## config.mk

```make
export PLATFORM = sky130hd
export DESIGN_NAME = barrel_shift_pipe
export DESIGN_NICKNAME = d
export VERILOG_FILES = /design/src/rtl/barrel_shift_pipe.sv
export SDC_FILE = /design/constraint.sdc
export NUM_CORES = 1
export LEC_CHECK = 0
export BUFFER_PORTS_ARGS = -buffer_cell sky130_fd_sc_hd__clkbuf_2
export CAP_MARGIN = 20
export CORE_ASPECT_RATIO = 0.7
export CORE_MARGIN = 2
export CORE_UTILIZATION = 45
export CTS_CLUSTER_SIZE = 16
export DETAILED_ROUTE_END_ITERATION = 8
export MAX_ROUTING_LAYER = met4
export PLACE_DENSITY = 0.68
export SLEW_MARGIN = 20
export SYNTH_ARGS = -nofsm -noshare
export SYNTH_HDL_FRONTEND = slang
export SYNTH_SLANG_ARGS = --single-unit
```

## constraint.sdc

```tcl
create_clock -name CLK -period 1.5 [get_ports CLK]
set_clock_uncertainty 0.05 [all_clocks]
set_input_delay 0.225 -clock CLK [delete_from_list [all_inputs] [get_ports CLK]]
set_output_delay 0.225 -clock CLK [all_outputs]
set_load 0.05 [all_outputs]
```

## src/rtl/barrel_shift_pipe.sv

```systemverilog
// Pipelined four-mode barrel shifter (LSL/LSR/ASR/ROR), one register per shift layer, valid/ready on both sides.
// Optional sticky output (OR of all discarded bits) is built when BARREL_SHIFT_PIPE_STICKY_EN is defined.
module barrel_shift_pipe #(
    parameter int N   = 8,
    parameter int SHW = 3
) (
    input  logic           CLK,
    input  logic           RST,
    input  logic [N-1:0]   IN_DATA,
    input  logic [SHW-1:0] IN_AMT,
    input  logic [1:0]     IN_MODE,
    input  logic           IN_VALID,
    output logic           IN_READY,
    output logic [N-1:0]   OUT_DATA,
    output logic           OUT_ZERO,
`ifdef BARREL_SHIFT_PIPE_STICKY_EN
    output logic           OUT_STICKY,
`endif
    output logic           OUT_VALID,
    input  logic           OUT_READY
);

    localparam logic [1:0] MODE_LSL = 2'b00;
    localparam logic [1:0] MODE_LSR = 2'b01;
    localparam logic [1:0] MODE_ASR = 2'b10;

    // ASR fills from the current MSB; every layer preserves it, so it equals the operand MSB at accept.
    function automatic logic [N-1:0] layer_data(input logic [N-1:0] d, input logic [1:0] mode,
                                                input int sh);
        logic [N-1:0] ones;
        int           r;
        ones = '1;
        r    = sh % N;
        case (mode)
            MODE_LSL: layer_data = d << sh;
            MODE_LSR: layer_data = d >> sh;
            MODE_ASR: layer_data = (d >> sh) | (d[N-1] ? ~(ones >> sh) : '0);
            default:  layer_data = (d >> r) | (d << (N - r));
        endcase
    endfunction

`ifdef BARREL_SHIFT_PIPE_STICKY_EN
    function automatic logic layer_sticky(input logic [N-1:0] d, input logic [1:0] mode,
                                          input int sh);
        logic [N-1:0] ones;
        ones = '1;
        case (mode)
            MODE_LSL:           layer_sticky = |(d & ~(ones >> sh));
            MODE_LSR, MODE_ASR: layer_sticky = |(d & ~(ones << sh));
            default:            layer_sticky = 1'b0;
        endcase
    endfunction
`endif

    logic [N-1:0]   data_q   [SHW];
    logic [N-1:0]   data_d   [SHW];
    logic [N-1:0]   src_data [SHW];
    logic [SHW-1:0] amt_q    [SHW];
    logic [SHW-1:0] src_amt  [SHW];
    logic [1:0]     mode_q   [SHW];
    logic [1:0]     src_mode [SHW];
    logic [SHW-1:0] valid_q;
    logic [SHW-1:0] src_valid;
    logic           zero_q;
    logic           stall;
`ifdef BARREL_SHIFT_PIPE_STICKY_EN
    logic [SHW-1:0] sticky_q;
    logic [SHW-1:0] sticky_d;
    logic [SHW-1:0] src_sticky;
`endif

    // Stage k consumes the previous stage's registers (stage 0 consumes the request) and applies 2**k.
    always_comb begin
        stall       = valid_q[SHW-1] && !OUT_READY;
        src_data    = '{default: '0};
        src_amt     = '{default: '0};
        src_mode    = '{default: '0};
        data_d      = '{default: '0};
        src_valid   = '0;
        src_data[0] = IN_DATA;
        src_amt[0]  = IN_AMT;
        src_mode[0] = IN_MODE;
        src_valid[0] = IN_VALID;
`ifdef BARREL_SHIFT_PIPE_STICKY_EN
        src_sticky  = '0;
        sticky_d    = '0;
`endif
        for (int k = 1; k < SHW; k++) begin
            src_data[k]  = data_q[k-1];
            src_amt[k]   = amt_q[k-1];
            src_mode[k]  = mode_q[k-1];
            src_valid[k] = valid_q[k-1];
`ifdef BARREL_SHIFT_PIPE_STICKY_EN
            src_sticky[k] = sticky_q[k-1];
`endif
        end
        for (int k = 0; k < SHW; k++) begin
            data_d[k] = src_amt[k][k] ? layer_data(src_data[k], src_mode[k], 1 << k) : src_data[k];
`ifdef BARREL_SHIFT_PIPE_STICKY_EN
            sticky_d[k] = src_sticky[k] |
                          (src_amt[k][k] && layer_sticky(src_data[k], src_mode[k], 1 << k));
`endif
        end
    end

    // Global stall: all stages hold, bubbles included, so ordering is trivially preserved.
    always_ff @(posedge CLK or posedge RST) begin
        if (RST) begin
            valid_q <= '0;
            zero_q  <= 1'b0;
            for (int k = 0; k < SHW; k++) begin
                data_q[k] <= '0;
                amt_q[k]  <= '0;
                mode_q[k] <= '0;
            end
`ifdef BARREL_SHIFT_PIPE_STICKY_EN
            sticky_q <= '0;
`endif
        end else if (!stall) begin
            valid_q <= src_valid;
            for (int k = 0; k < SHW; k++) begin
                if (src_valid[k]) begin
                    data_q[k] <= data_d[k];
                    amt_q[k]  <= src_amt[k];
                    mode_q[k] <= src_mode[k];
`ifdef BARREL_SHIFT_PIPE_STICKY_EN
                    sticky_q[k] <= sticky_d[k];
`endif
                end
            end
            if (src_valid[SHW-1]) begin
                zero_q <= (data_d[SHW-1] == '0);
            end
        end
    end

    assign IN_READY  = !stall;
    assign OUT_DATA  = data_q[SHW-1];
    assign OUT_ZERO  = zero_q;
    assign OUT_VALID = valid_q[SHW-1];
`ifdef BARREL_SHIFT_PIPE_STICKY_EN
    assign OUT_STICKY = sticky_q[SHW-1];
`endif

endmodule

```

==> run summary <==
Worst Path Required: 1.64 ns
Delay-heaviest family, CP: flip-flops
Crit path setup slack, layout: 0.0532 ns
RSZ-0062 raised after global routing: true
Worst rel slew slack: 69.4%
Critical R2R Capture: OUT_ZERO$_DFFE_PP0P_
Maximum vdd drop: 1.03 mV
Final worst path period need: 1.45 ns
Share of cells above drive strength 1: 28.9%
Routed wire length: 3900 µm
P_int: 0.00274 W
Synthesized cell area: 1960 µm²
FF-to-FF Start: mode_q[2]$_DFFE_PP0P_
Final instance area: 2270 µm²
Via/cell ratio: 5.44
Via Count: 1,577
Area Growth Syn to Fin: 16.3%
CTS tree: built
Initial antenna violation count: 0
Buf/Inv on CP: 1
Leak: 1.08 nW
Die width: 82.8 µm
TritonCTS Sinks: 35
Final Hold Fails: 0
Final nets: 251
Final setup viols: 0
Avg Inst Size Synth: 9.40 µm²
Initial core utilization: 46.0%
First-pass GRT wire length: 6360 µm
Num CTS Buffers: 5
Hold Startpoint: IN_AMT[2]
Critical path fanouts, max: 6
PortBufs: 27
Switching Fraction: 40.5%
Row cnt: 20
Core Box Area: 4250 µm²
H-tree levels: 2
DRC Markers: 0
Slowest CP cell: dfrtp_2
R2r setup slk: 0.05 ns
DP HPWL: 2710 µm
Pin count of the biggest net entering global routing: 36
Die area: 4900 µm²
Worst Setup SP: mode_q[2]$_DFFE_PP0P_
R2R cell count: 5
Outcome: finished, final reports clean
Tightest Hold Check Type: input port to flop
Sw Pwr: 0.00187 W
Vias in the first global route: 1,350
Final Cycle Share: 96.5%
Share of power burned in registers: 36.5%
Critical path data arrival time: 1.59 ns
Seq/Total Area, Yosys: 44.8%
Final ANT Viol Nets: 0
Clock Power Share: 22.4%
Max-cap check violation count: 0
Hold path depth: 2
Critical path, cell by cell: buf_2 > or2_4 > o22ai_2 > a21oi_1 > a32o_2
Total grt overflow: 0
Max incr delay on CP: 0.45 ns
Clk slew on worst S/H paths: 0.07 ns
Comb power frac: 41.1%
WHS Endpoint: amt_q[8]$_DFFE_PP0P_
CTS root buffer: clkbuf_8
Synthesized instance count: 208
Post-synthesis cell type count: 35
Pre-CTS WS: 0.0262 ns
GRT Overall Usage: 17.9%
Worst-Margin Slew: 0.459 ns
Dpl cell area: 2080 µm²
Cell Pwr Density: 2030 nW/µm²
Fill count: 416
Setup CP Type: flop to flop
Worst-skew pair later-pin latency: 0.30 ns
Worst path depth: 5
Wire per inst: 13.4 µm
Ant diodes: 0
Synth Register Bits: 35
DRT iter0 DRCs: 107
Crit start category: flop
Final Max Slew Viols: 0
Syn_nets: 225
IO Pins: 28
Fmax: 0.691 GHz
CTS Buffer Depth: 2
Die Y: 59.2 µm
Synth warn: 0
RD Place Congestion: 0.911
Crit path capture type: flop
First-pass iteration count of the detailed router: 4
-- per-layer routing --
| layer | GRT usage [%] | vias up | part of all wire (%) |
|---|---|---|---|
| met1 | 25.9 | 737 | 51 |
| met5 | - | - | 0 |
| met4 | 7.03 | 0 | 1.4 |
| met2 | 24.0 | 41 | 41 |
| li1 | - | 791 | - |
| met3 | 4.57 | 8 | 5.7 |
-- through the flow --
step / cells / setup TNS [ns] / hold slack [ns] / util [%] / total power, W
floorplan: 208 / 0 / 0.307 / - / 0.00325
global placement: 278 / 0 / 0.275 / 48.9 / 0.00345
detailed placement: 278 / 0 / 0.282 / 48.9 / 0.00348
CTS: 287 / 0 / 0.0883 / 52.5 / 0.00453
global route: 290 / -0.0147 / 0.102 / 53.5 / 0.00493
finish: 290 / 0 / 0.0845 / 53.5 / 0.00461
-- cell families (layout without fill, tap and decap cells) --
family | after synthesis | count (layout) | synth area share, %
AND/OR/NAND/NOR | 68 | 68 | 16.5
AO/OA/AOI/OAI | 62 | 62 | 22.1
flip-flops | 35 | 35 | 44.8
buffers and inverters | 30 | 57 | 9.28
multiplexers | 13 | 13 | 7.29
-- what timing repair did --
action / in CTS / in global routing
endpoints found under the setup margin: 3 / 6
hold buffers: 1 / 0
resized for setup: 3 / 7
endpoints found under the hold margin: 35 / 0
setup buffers: 0 / 3
-- worst max path at each step --
| stage | to | slack (ns) |
|---|---|---|
| final | OUT_ZERO$_DFFE_PP0P_ | 0.05 |
| after global routing | data_q[18]$_DFFE_PP0P_ | -0.004 |
| after CTS | IN_READY | 0.03 |
| after detailed placement | data_q[11]$_DFFE_PP0P_ | 0.03 |
| after global placement | data_q[19]$_DFFE_PP0P_ | 0.06 |
| after floorplan | amt_q[5]$_DFFE_PP0P_ | 0.006 |
-- power by group through the flow --
stage	logic (W)	clock network [W]	registers, W
after floorplan	0.00166	0	0.00159
after global placement	0.00175	0	0.00170
after detailed placement	0.00177	0	0.00171
after CTS	0.00180	0.00104	0.00169
after global routing	0.00209	0.00109	0.00175
final	0.00189	0.00103	0.00168
-- cells in the mapped netlist, drive strengths merged --
cell      n  area [µm²]
and3      4        25.0
o2111ai   1        8.76
a221oi    3        26.3
o31ai     1        7.51
nor2     15        58.8
a311oi   10        87.6
o21ai    21         105
a21boi    1        7.51
o211ai    4        45.1
nor4      1        6.26
or2       2        15.0
nand3     3        15.0
nand4bb   3        33.8
nor2b     3        18.8
a21o     10        75.1
a21oi     5        25.0
a31oi     3        18.8
a32o      1        11.3
nand2b    4        25.0
inv      10        37.5
buf      20         144
o32ai     1        8.76
dfrtp    35         876
nand2    32         120
nor3      1        5.00
mux2i     3        30.0
o22ai     1        6.26
mux2     10         113
-- final cells by class --
type	count	area [µm²]	area share [%]
sequential	35	880	38.7
tap	55	68.8	3.03
clock inverter	3	67.6	2.97
multi-input combinational	143	925	40.6
clock buffer	5	68.8	3.03
timing repair buffer	39	228	10.0
inverter	10	37.5	1.65
-- flip-flops by register name (all words and copies together) (netlist names) --
| name | cells |
|---|---|
| data_q | 16 |
| OUT_DATA | 8 |
| mode_q | 4 |
| amt_q | 3 |
| valid_q | 3 |
| OUT_ZERO | 1 |
-- placed cells by master (no fill, tap or decap), types with 7 or more instances in the layout --
cell / count
a21o_1: 10
a311oi_1: 9
buf_4: 11
clkbuf_2: 26
dfrtp_1: 32
inv_1: 10
mux2_2: 7
nand2_1: 31
nor2_1: 13
o21ai_0: 13
o21ai_1: 8
Power figures use the tool's default switching activity.
